===== config.mk =====
export PLATFORM = sky130hd
export DESIGN_NAME = seq_detector_param
export DESIGN_NICKNAME = d
export VERILOG_FILES = /design/src/rtl/seq_detector_param.sv
export SDC_FILE = /design/constraint.sdc
export NUM_CORES = 1
export LEC_CHECK = 0
export ABC_AREA = 1
export BUFFER_PORTS_ARGS = -buffer_cell sky130_fd_sc_hd__buf_4
export CORE_MARGIN = 5
export CORE_UTILIZATION = 45
export CTS_BUF_LIST = sky130_fd_sc_hd__clkbuf_8
export CTS_CLUSTER_SIZE = 24
export DETAILED_ROUTE_END_ITERATION = 6
export PLACE_DENSITY = 0.71
export SETUP_SLACK_MARGIN = 0.4
export SLEW_MARGIN = 20
export SYNTH_ARGS = -nofsm -noshare
export SYNTH_HDL_FRONTEND = slang
export SYNTH_SLANG_ARGS = --single-unit

===== constraint.sdc =====
create_clock -name clk -period 2.83 [get_ports clk]
set_input_delay 0 -clock clk [delete_from_list [all_inputs] [get_ports clk]]
set_output_delay 0 -clock clk [all_outputs]
set_load 0.005 [all_outputs]

===== src/rtl/seq_detector_param.sv =====
// seq_detector_param
// Serial pattern detector. It compares the last N enabled samples of j against
// a pattern register that can be reloaded at run time.
// Outputs:
//   - mealy: combinational match, asserted in the cycle the final bit is presented.
//   - moore: the same match, registered one clock later.
// Overlapping or restarting detection is chosen with OVERLAP.
// Optional feature macro: SEQDET_MATCH_CNT_EN.
//   - Defined: builds the saturating match counter.
//   - Undefined: match_cnt is tied to zero.
module seq_detector_param #(
   parameter int             N       = 5,
   parameter logic [N-1:0]   PATTERN = 5'b10010,
   parameter bit             OVERLAP = 1'b1,
   parameter int             CNT_W   = 8
) (
   input  logic             clk,
   input  logic             rst,
   input  logic             en,
   input  logic             j,
   input  logic             load,
   input  logic [N-1:0]     pat_in,
   output logic             mealy,
   output logic             moore,
   output logic [CNT_W-1:0] match_cnt
);

   localparam int                FILL_W    = $clog2(N + 1);
   localparam logic [FILL_W-1:0] FILL_MIN  = FILL_W'(N - 1);
   localparam logic [FILL_W-1:0] FILL_FULL = FILL_W'(N);

   logic [N-1:0]      pat_q, pat_d;
   logic [N-1:0]      hist_q, hist_d;
   logic [FILL_W-1:0] fill_q, fill_d;
   logic              moore_q, moore_d;
   logic [N-1:0]      window;
   logic              hit;

   // Candidate window and match: the N-1 most recent samples plus the bit on j now
   always_comb begin
      window = {hist_q[N-2:0], j};
      hit    = en & ~load & (fill_q >= FILL_MIN) & (window == pat_q);
   end

   assign mealy = hit;
   assign moore = moore_q;

   // Next-state: load clears the history, an enabled sample shifts it in, otherwise hold
   always_comb begin
      pat_d   = pat_q;
      hist_d  = hist_q;
      fill_d  = fill_q;
      moore_d = hit;
      if (load) begin
         pat_d  = pat_in;
         hist_d = '0;
         fill_d = '0;
      end else if (en) begin
         hist_d = window;
         if (fill_q != FILL_FULL) begin
            fill_d = fill_q + 1'b1;
         end
         // Without overlap the bits of a match cannot start the next one
         if (hit && !OVERLAP) begin
            fill_d = '0;
         end
      end
   end

   // State registers with asynchronous active-low reset
   always_ff @(posedge clk or negedge rst) begin
      if (!rst) begin
         pat_q   <= PATTERN;
         hist_q  <= '0;
         fill_q  <= '0;
         moore_q <= 1'b0;
      end else begin
         pat_q   <= pat_d;
         hist_q  <= hist_d;
         fill_q  <= fill_d;
         moore_q <= moore_d;
      end
   end

`ifdef SEQDET_MATCH_CNT_EN
   logic [CNT_W-1:0] cnt_q, cnt_d;

   // Match counter: increments on every hit and holds once it reaches all-ones
   always_comb begin
      cnt_d = cnt_q;
      if (hit && (cnt_q != {CNT_W{1'b1}})) begin
         cnt_d = cnt_q + 1'b1;
      end
   end

   // Counter register
   always_ff @(posedge clk or negedge rst) begin
      if (!rst) begin
         cnt_q <= '0;
      end else begin
         cnt_q <= cnt_d;
      end
   end

   assign match_cnt = cnt_q;
`else
   assign match_cnt = '0;
`endif

endmodule

### Yosys cells after proc, flatten, opt, wreduce, memory -nomap -nowiden

Cells that the tools add are included.

| storage, ports and cells | value |
|---|---|
| bits of input ports | 10 |
| register bits | 13 |
| ROM bits | 0 |
| bits in writable memories | 0 |
| bits in latches | 0 |
| memories kept | 0 |

| cells by class | value |
|---|---|
| equality and inequality tests | 2 |
| reductions and logical operators | 3 |
| shift operators | 0 |
| $mul | 0 |
| div/mod/pow operators | 0 |
| bitwise operators | 4 |
| $lt $le $gt $ge | 1 |
| mux-type cells | 5 |
| add/sub/neg operators | 1 |

Operators with widths:

| operator | number |
|---|---|
| two-way mux 3 bit | 3 |
| two-way mux 4 bit | 2 |
| equality test 5 bit | 1 |
| nonzero test 2 bit | 2 |
| adder 3 x 1 -> 3 bit (second input constant) | 1 |
| bitwise AND 1 bit | 3 |
| greater-or-equal comparator 3 bit (second input constant) | 1 |
| inequality test 3 bit (second input constant) | 1 |
| AND reduction 2 bit | 1 |
| NOT 1 bit | 1 |

### Logic depth before layout (Yosys ltp)

Gate-level depths: netlist of the first run.

| logic depth | value |
|---|---|
| depth in word-level cells | 4 |
| depth in mapped cells | 7 |
| depth with buffers taken out | 7 |

### Least setup slack after synthesis of the first run

No wires, ideal clock.

| path | value |
|---|---|
| path type | flip-flop to flip-flop |
| start point | register fill_q[0] |
| end point | register fill_q[2] |
| buffers on the path | 0 |
| setup slack | 1.835 ns |
| required time | 2.714 ns |
| stages on the path, launching flop included | 6 |
| setup time | 0.116 ns |
| arrival | 0.879 ns |
| path through | dfrtp_1 > ha_1 > nand3_2 > nand2_2 > o21ai_2 > inv_1 |

| on the way | value |
|---|---|
| longest elaborated chain between the ends | 4 |

Ends and longest elaborated chain:

| element | line | text |
|---|---|---|
| start, declared | 34 | `logic [FILL_W-1:0] fill_q, fill_d;` |
| start signal, assigned | 80 | `fill_q <= fill_d;` |
| adder 3 x 1 -> 3 bit | 61 | `fill_d = fill_q + 1'b1;` |
| two-way mux 3 bit | 60 | `if (fill_q != FILL_FULL) begin` |
| two-way mux 3 bit | 58 | `end else if (en) begin` |
| two-way mux 3 bit | 54 | `if (load) begin` |

Several ways; a longest one is shown, not always the timed one. The select of a mux whose other input is x is not followed.
A chain may end at the register's enable or synchronous reset.

### Worst setup path after layout of the first run

| path | value |
|---|---|
| start point | register pat_q[1] |
| end point | output mealy |

| on the way | value |
|---|---|
| longest elaborated chain between the ends | 2 |

Ends and longest elaborated chain:

| element | line | text |
|---|---|---|
| start, declared | 32 | `logic [N-1:0] pat_q, pat_d;` |
| start signal, assigned | 78 | `pat_q <= pat_d;` |
| equality test 5 bit | 42 | `hit = en & ~load & (fill_q >= FILL_MIN) & (window == pat_q);` |
| bitwise AND 1 bit | 42 |  |
| end, declared | 23 | `output logic mealy,` |

Every way passes these cells.

==> impl_results.html, run 1 <==
<table>
<tr><th>Metric</th><th>Value</th></tr>
<tr><th colspan="2">Die</th></tr>
<tr><td>Die area</td><td>0.002453 mm2</td></tr>
<tr><td>Die width</td><td>49.53 um</td></tr>
<tr><td>Number of rows in the core area</td><td>14</td></tr>
<tr><td>Die extent in y</td><td>49.53 um</td></tr>
<tr><td>Placeable core region</td><td>0.001489 mm2</td></tr>
<tr><td>Count of pins on the block boundary</td><td>20</td></tr>
<tr><td>Initial cell density of the core</td><td>47.23%</td></tr>
<tr><th colspan="2">Clock network</th></tr>
<tr><td>Count of clock tree sinks</td><td>13</td></tr>
<tr><td>CTS buffer count</td><td>3</td></tr>
<tr><td>Clock insertion delay at the later pin of the skew report</td><td>0.25 ns</td></tr>
<tr><td>Number of buffers inserted to repair setup after CTS</td><td>0</td></tr>
<tr><td>Clock slew at the register clock pins of the worst setup and hold paths</td><td>0.06 ns</td></tr>
<tr><td>Clock tree from TritonCTS</td><td>done</td></tr>
<tr><td>Clk Tree Root Cell</td><td>clkbuf_8</td></tr>
<tr><td>CTS HTree Levels</td><td>1</td></tr>
<tr><td>Number of buffers on the longest clock path</td><td>2</td></tr>
<tr><th colspan="2">Detailed routing</th></tr>
<tr><td>Routed WL</td><td>1299 um</td></tr>
<tr><td>Number of detailed-route iterations in the first pass</td><td>4</td></tr>
<tr><td>Detail-routed via count per cell</td><td>4.590</td></tr>
<tr><td>Per-cell routed wire length</td><td>10.65 um</td></tr>
<tr><td>Drc violations</td><td>0</td></tr>
<tr><td>Via count</td><td>560</td></tr>
<tr><td>Number of design-rule violations left by the first detailed-router iteration</td><td>13</td></tr>
<tr><td>Number of routed nets with antenna violations</td><td>0</td></tr>
<tr><th colspan="2">Layout</th></tr>
<tr><td>Number of antenna diodes</td><td>0</td></tr>
<tr><td>Area growth syn-to-layout</td><td>22.60%</td></tr>
<tr><td>Filler cells</td><td>131</td></tr>
<tr><td>Non-Filler Cell Area, Final</td><td>862.1 um2</td></tr>
<tr><td>Post-layout net count</td><td>119</td></tr>
<tr><td>Share of final-layout standard cells stronger than drive strength 1</td><td>22.64%</td></tr>
<tr><td>Final cell utilization of the core</td><td>57.90%</td></tr>
<tr><th colspan="2">STA</th></tr>
<tr><td>Final Hold Vio Count</td><td>0</td></tr>
<tr><td>Final-layout setup total negative slack</td><td>0 ns</td></tr>
<tr><td>Endpoints failing setup</td><td>0</td></tr>
<tr><td>Total count of max-transition violations in the final report</td><td>0</td></tr>
<tr><td>Setup repair after global routing missed its margin</td><td>no</td></tr>
<tr><td>Min Clock Period, post-route</td><td>1.269 ns</td></tr>
<tr><td>Post-route clock skew</td><td>0.004738 ns</td></tr>
<tr><td>FMAX</td><td>788.3 MHz</td></tr>
<tr><td>Period Utilization, post-route</td><td>44.82%</td></tr>
<tr><th colspan="2">Placement</th></tr>
<tr><td>Total half-perimeter wirelength after legalization and detailed placement</td><td>943.3 um</td></tr>
<tr><td>Final Wtd Congestion</td><td>0.7632</td></tr>
<tr><td>Standard cell area after detailed placement</td><td>767.0 um2</td></tr>
<tr><td>Number of I/O port buffers</td><td>11</td></tr>
<tr><th colspan="2">Global route</th></tr>
<tr><td>Global-route wire length before repair</td><td>2214 um</td></tr>
<tr><td>Initial antenna violation count</td><td>0</td></tr>
<tr><td>Total Routing Usage GR</td><td>12.30%</td></tr>
<tr><td>Largest net degree at the start of global routing</td><td>14</td></tr>
<tr><td>Via count of the first global-routing pass</td><td>510</td></tr>
<tr><td>Total congestion overflow after global routing</td><td>0</td></tr>
<tr><th colspan="2">Critical path</th></tr>
<tr><td>Crit path cell chain</td><td>inv_1, nand2_1, nand2_1, nor2_1, nand2_1, nor2_2, buf_4</td></tr>
<tr><td>Kind of launch point of the worst setup path</td><td>flip-flop</td></tr>
<tr><td>Most frequent cell on the critical path</td><td>nand2_1</td></tr>
<tr><td>Worst setup path category</td><td>reg -&gt; out</td></tr>
<tr><td>Crit path max-delay cell type</td><td>dfstp_2</td></tr>
<tr><td>Delay of the slowest cell on the worst path</td><td>0.52 ns</td></tr>
<tr><td>Endpoint type of the worst setup path</td><td>output port</td></tr>
<tr><td>Data required time of the worst path</td><td>2.83 ns</td></tr>
<tr><td>Endpoint arrival time on the critical path</td><td>1.27 ns</td></tr>
<tr><td>Worst Reg2Reg Path Length in Cells</td><td>5</td></tr>
<tr><td>Crit path max fanout</td><td>2</td></tr>
<tr><th colspan="2">Logic synthesis</th></tr>
<tr><td>Synthesized-area fraction occupied by ao, oa, aoi and oai cells</td><td>10.50%</td></tr>
<tr><td>Post-Synthesis Mean Instance Area</td><td>7.991 um2</td></tr>
<tr><td>Main flop type after synthesis</td><td>dfrtp_1</td></tr>
<tr><td>Dominant cell by count in the synthesized netlist</td><td>nand2_1</td></tr>
<tr><td>Area fraction in and, or, nand and nor cells after synthesis</td><td>21.00%</td></tr>
<tr><td>Flip-flop and latch count after synthesis</td><td>13</td></tr>
<tr><td>Largest family of logic cells by synthesized area</td><td>simple AND/OR/NAND/NOR gates</td></tr>
<tr><td>Portion of netlist area occupied by mux cells</td><td>0%</td></tr>
<tr><td>Cell count after synthesis</td><td>88</td></tr>
<tr><td>Number of synthesized flops with an enable pin</td><td>0</td></tr>
<tr><td>Leading cell types by count after synthesis</td><td>25 x nand2_1, 14 x inv_1, 11 x dfrtp_1</td></tr>
<tr><td>Portion of synthesized cell area occupied by the leading cell type</td><td>39.15%</td></tr>
<tr><td>Fraction of the yosys area taken by sequential cells</td><td>46.62%</td></tr>
<tr><td>Leading area contributor after synthesis</td><td>dfrtp_1</td></tr>
<tr><td>Count of distinct cell types in the synthesized netlist</td><td>20</td></tr>
<tr><td>Most area-consuming cells after synthesis</td><td>dfrtp_1 39%, nand2_1 13%, buf_4 8.5%</td></tr>
<tr><td>Post-synthesis xor/xnor area fraction</td><td>0%</td></tr>
<tr><td>Fraction of registers with async set/reset</td><td>100.0%</td></tr>
<tr><td>Adder and majority cell fraction of the synthesized area</td><td>3.559%</td></tr>
<tr><td>Yosys warning count</td><td>0</td></tr>
<tr><td>Netlist area before placement</td><td>703.2 um2</td></tr>
<tr><th colspan="2">Power and ir drop</th></tr>
<tr><td>Int Power</td><td>0.3201 mW</td></tr>
<tr><td>Sequential share of power</td><td>48.5%</td></tr>
<tr><td>Highest ir drop seen on vdd</td><td>0.2836 mV</td></tr>
<tr><td>NetSw</td><td>0.1051 mW</td></tr>
<tr><td>Switching part of the total</td><td>24.71%</td></tr>
<tr><td>Power per cell area</td><td>493.1 mW/mm2</td></tr>
<tr><td>Part of the power in the clock network</td><td>38.1%</td></tr>
<tr><td>Share of power burned in combinational logic</td><td>13.4%</td></tr>
<tr><td>Leakage component of the power</td><td>0.4522 nW</td></tr>
<tr><th colspan="2">Status</th></tr>
<tr><td>Run status</td><td>finished, final reports clean</td></tr>
<tr><th colspan="2">Flow run</th></tr>
<tr><td>Count of max-cap constraint violations</td><td>0</td></tr>
<tr><th colspan="2">Hold path</th></tr>
<tr><td>Hold-critical path depth</td><td>2</td></tr>
<tr><td>Class of the worst hold path</td><td>in -&gt; reg</td></tr>
</table>
## power by group through the flow
| stage | Sequential (mW) | Clock, mW | Combinational, mW |
|---|---|---|---|
| after floorplan | 0.207 | 0 | 0.0402 |
| after global placement | 0.209 | 0 | 0.0506 |
| after detailed placement | 0.209 | 0 | 0.0514 |
| after CTS | 0.206 | 0.165 | 0.0577 |
| after global routing | 0.207 | 0.177 | 0.0667 |
| final | 0.206 | 0.162 | 0.0571 |
## path summary, 6_finish.rpt
check                                       from  slack [ns]                    end
hold / removal                              load        0.03   pat_q[1]$_DFFE_PN1P_
setup reg to reg           fill_q[0]$_DFFE_PN0P_        1.77  fill_q[2]$_DFFE_PN0P_
max in group asynchronous                    rst        2.44   pat_q[4]$_DFFE_PN1P_
min in group asynchronous                    rst        0.16   pat_q[2]$_DFFE_PN0P_
setup / recovery            pat_q[1]$_DFFE_PN1P_        1.56                  mealy
hold reg to reg             pat_q[4]$_DFFE_PN1P_        0.49   pat_q[4]$_DFFE_PN1P_
## repair_timing
| item | in CTS | in global routing |
|---|---|---|
| endpoints found under the hold margin | 17 | 0 |
| hold buffers | 5 | 0 |
| resized for setup | 0 | 0 |
## per-layer routing
| metal | routed length, um | global-route usage, % | vias up |
|---|---|---|---|
| met5 | 0 | 0 | - |
| met4 | 50 | 10.48 | 0 |
| met3 | 61 | 2.108 | 5 |
| met2 | 635 | 20.13 | 18 |
| met1 | 551 | 13.50 | 247 |
| li1 | - | - | 290 |
## cell families (layout without fill, tap and decap cells)
group	count (synthesis)	in the layout
DFF	13	13
other	1	8
buffers and inverters	25	36
and+or+nand+nor	34	34
adders and majority gates	2	2
AOI/OAI and AO/OA	13	13
## layout by cell type (no fill, tap or decap), drive strengths merged
master / n
dfrtp: 11
conb: 8
dlygate4sd3: 5
nand3: 2
buf: 11
clkbuf: 3
dfstp: 2
nor2: 4
nand2: 27
o21ai: 8
nand4: 1
a21oi: 1
inv: 17
ha: 2
o22ai: 4
## worst max-delay path: cells and delay by family (launching register included)
family	cells	cell delay (ns)
buf+inv	2	0.17
flops	1	0.52
simple gates	5	0.34
## through the flow
step	worst slack (ns)	power, mW	std cells	hold WS [ns]
2_1_floorplan	1.835	0.2476	95	-0.2956
3_3_place_gp	1.784	0.2593	113	-0.1496
3_5_place_dp	1.768	0.2606	113	-0.1481
4_1_cts	1.553	0.4285	122	0.03283
5_1_grt	1.463	0.4516	122	0.03978
6_report	1.561	0.4251	122	0.02890
## cell type report
class                           instances  area, um2  area share [%]
Clock inverter                          1      3.754          0.4354
Sequential cell                        13      327.8           38.03
Timing Repair Buffer                   16      132.6           15.38
Clock buffer                            3      41.29           4.790
Inverter                               16      60.06           6.967
Tap cell                               16      20.02           2.322
Multi-Input combinational cell         57      276.5           32.08
## registers in the layout, summed over array words and instances, names as in the netlist
signal / flops
fill_q: 3
hist_q: 4
moore: 1
pat_q: 5
No activity file was read; power rests on OpenSTA's default activity.
==> inputs of run 2 (changes only) <==
PLACE_DENSITY = 0.73   (was 0.71)
clock period = 1.1 ns   (was 2.83 ns; I/O delays follow)
==> run 2 against run 1 <==
Net effect: the flow now finishes with violations (setup timing); largest cell class unchanged; critical path depth is the same; register-to-register slack lost 1.7 ns; sequential share of layout area shrank 2.5 points; core utilization grew 4.4 points; global-route usage shrank 0.64 points; first-iteration DRC count shrank 15%; setup slack lost 1.7 ns; count of clock-buffer cells in the layout is the same; flip-flop and latch count is the same; non-clock buffer count grew 3.
==> impl_results.html, run 2 (same netlist as run 1, synthesis figures left out) <==
<table>
<tr><th>Metric</th><th>Value</th></tr>
<tr><th colspan="2">Status</th></tr>
<tr><td>Run status</td><td>finished, violations left</td></tr>
<tr><td>Violated checks</td><td>setup timing</td></tr>
<tr><th colspan="2">Critical path</th></tr>
<tr><td>Register-to-register setup slack</td><td>0.03 ns</td></tr>
<tr><td>Endpoint type of the worst setup path</td><td>output port</td></tr>
<tr><td>Worst setup path category</td><td>reg -&gt; out</td></tr>
<tr><td>Crit path max fanout</td><td>2</td></tr>
<tr><td>Kind of launch point of the worst setup path</td><td>flip-flop</td></tr>
<tr><td>Endpoint arrival time on the critical path</td><td>1.27 ns</td></tr>
<tr><td>Data required time of the worst path</td><td>1.10 ns</td></tr>
<tr><th colspan="2">Hold path</th></tr>
<tr><td>Class of the worst hold path</td><td>in -&gt; reg</td></tr>
<tr><th colspan="2">Global route</th></tr>
<tr><td>Global-route wire length before repair</td><td>2263 um</td></tr>
<tr><td>Total congestion overflow after global routing</td><td>0</td></tr>
<tr><td>Initial antenna violation count</td><td>0</td></tr>
<tr><td>Total Routing Usage GR</td><td>11.66%</td></tr>
<tr><td>Via count of the first global-routing pass</td><td>541</td></tr>
<tr><td>Largest net degree at the start of global routing</td><td>14</td></tr>
<tr><th colspan="2">Placement</th></tr>
<tr><td>Number of I/O port buffers</td><td>11</td></tr>
<tr><td>Final Wtd Congestion</td><td>0.7436</td></tr>
<tr><td>Post-Place Setup Slack</td><td>0.07350 ns</td></tr>
<tr><td>Total half-perimeter wirelength after legalization and detailed placement</td><td>983.5 um</td></tr>
<tr><th colspan="2">Die</th></tr>
<tr><td>Placeable core region</td><td>0.001489 mm2</td></tr>
<tr><td>Initial cell density of the core</td><td>47.23%</td></tr>
<tr><td>Count of pins on the block boundary</td><td>20</td></tr>
<tr><td>Number of rows in the core area</td><td>14</td></tr>
<tr><td>Die extent in y</td><td>49.53 um</td></tr>
<tr><td>Die area</td><td>0.002453 mm2</td></tr>
<tr><td>Die width</td><td>49.53 um</td></tr>
<tr><th colspan="2">Detailed routing</th></tr>
<tr><td>Drc violations</td><td>0</td></tr>
<tr><td>Number of detailed-route iterations in the first pass</td><td>4</td></tr>
<tr><td>Routed WL</td><td>1356 um</td></tr>
<tr><td>Detail-routed via count per cell</td><td>4.736</td></tr>
<tr><td>Number of routed nets with antenna violations</td><td>0</td></tr>
<tr><td>Via count</td><td>592</td></tr>
<tr><td>Per-cell routed wire length</td><td>10.85 um</td></tr>
<tr><td>Number of design-rule violations left by the first detailed-router iteration</td><td>11</td></tr>
<tr><th colspan="2">Clock network</th></tr>
<tr><td>Clock tree from TritonCTS</td><td>done</td></tr>
<tr><td>Clock insertion delay at the later pin of the skew report</td><td>0.24 ns</td></tr>
<tr><td>Clk Tree Root Cell</td><td>clkbuf_8</td></tr>
<tr><td>CTS buffer count</td><td>3</td></tr>
<tr><td>Number of buffers on the longest clock path</td><td>2</td></tr>
<tr><td>CTS HTree Levels</td><td>1</td></tr>
<tr><td>Count of clock tree sinks</td><td>13</td></tr>
<tr><td>Clock slew at the register clock pins of the worst setup and hold paths</td><td>0.05 ns</td></tr>
<tr><th colspan="2">Layout</th></tr>
<tr><td>Number of antenna diodes</td><td>0</td></tr>
<tr><td>Largest register FFs</td><td>5</td></tr>
<tr><td>Post-layout net count</td><td>122</td></tr>
<tr><td>Most common cell after layout, fill and taps aside</td><td>nand2_1</td></tr>
<tr><td>Final cell utilization of the core</td><td>62.27%</td></tr>
<tr><td>Biggest register</td><td>pat_q</td></tr>
<tr><td>Area growth syn-to-layout</td><td>31.85%</td></tr>
<tr><td>Biggest regs</td><td>pat_q x5, hist_q x4, fill_q x3</td></tr>
<tr><td>Top library cells by usage in the layout, fill and taps aside</td><td>25 x nand2_1, 12 x buf_4, 10 x inv_1, 10 x dfrtp_1, 8 x conb_1</td></tr>
<tr><td>Share of final-layout standard cells stronger than drive strength 1</td><td>34.86%</td></tr>
<tr><td>Filler cells</td><td>126</td></tr>
<tr><th colspan="2">Power and ir drop</th></tr>
<tr><td>Post-layout total power</td><td>1.113 mW</td></tr>
<tr><td>Power per cell area</td><td>1200 mW/mm2</td></tr>
<tr><td>Highest ir drop seen on vdd</td><td>0.8491 mV</td></tr>
<tr><td>Leakage component of the power</td><td>0.4655 nW</td></tr>
<tr><th colspan="2">Flow run</th></tr>
<tr><td>Count of max-cap constraint violations</td><td>0</td></tr>
<tr><th colspan="2">STA</th></tr>
<tr><td>Endpoints failing setup</td><td>1</td></tr>
<tr><td>Post-route clock skew</td><td>0.0004456 ns</td></tr>
<tr><td>Final Hold Vio Count</td><td>0</td></tr>
<tr><td>Setup repair after global routing missed its margin</td><td>yes</td></tr>
<tr><td>Period Utilization, post-route</td><td>115.0%</td></tr>
<tr><td>Final-layout setup total negative slack</td><td>-0.1655 ns</td></tr>
<tr><td>FMAX</td><td>790.2 MHz</td></tr>
<tr><td>Total count of max-transition violations in the final report</td><td>0</td></tr>
<tr><td>Post-route setup slack</td><td>-0.1655 ns</td></tr>
<tr><td>Min Clock Period, post-route</td><td>1.266 ns</td></tr>
</table>
==> run 2: metal layers <==
metal	vias to the layer above	wire, um	track usage [%]
met5	-	0	0
met4	0	9	3.930
met3	3	98	3.916
met2	21	647	18.22
met1	272	602	15.00
li1	296	-	-
==> run 2: layout make-up <==
cell class / instances / area [um2] / share of cell area (%)
flip-flops and latches: 13 / 329.1 / 35.49
multi-input cells: 57 / 311.5 / 33.60
repair buffers: 19 / 161.4 / 17.41
inverters: 16 / 60.06 / 6.478
clock buffers: 3 / 41.29 / 4.453
well taps: 16 / 20.02 / 2.159
clock inverters: 1 / 3.754 / 0.4049
==> run 2: timing repair <==
item | 4_1_cts | 5_1_grt
endpoints found under the setup margin | 8 | 12
setup buffers | 1 | 1
cloned | 0 | 0
gates resized for setup | 2 | 10
hold buffers | 6 | 0
endpoints found under the hold margin | 18 | 0
pin swaps | 2 | 3
==> run 2: power by group <==
part	internal, mW	switching (mW)	leakage [nW]
clock	0.246	0.160	0.0269
sequential	0.513	0.0219	0.165
combinational	0.0801	0.0927	0.273
==> run 2: final timing paths <==
kind | cells after the start | from | to
hold / removal | 2 | load | pat_q[1]$_DFFE_PN1P_
max in group asynchronous | 2 | rst | pat_q[1]$_DFFE_PN1P_
setup reg to reg | 7 | pat_q[1]$_DFFE_PN1P_ | moore$_DFF_PN0_
min in group asynchronous | 2 | rst | moore$_DFF_PN0_
setup / recovery | 7 | pat_q[1]$_DFFE_PN1P_ | mealy
hold reg to reg | 2 | pat_q[4]$_DFFE_PN1P_ | pat_q[4]$_DFFE_PN1P_
==> run 2: through the flow <==
stage,instances,area [um2],hold WS (ns)
final,125,927.1,0.007290
after global routing,125,927.1,0.01935
after CTS,124,885.9,0.02707
after global placement,113,769.5,-0.1487
after floorplan,95,732.0,-0.2956
after detailed placement,113,769.5,-0.1487
==> run 2: worst max-delay path: stages, from the launching register on <==
cell	delay, ns
dfstp_2	0.53
inv_2	0.04
nand2_1	0.05
nand2_1	0.05
nor2_1	0.09
nand2_1	0.07
nor2_2	0.09
buf_4	0.11
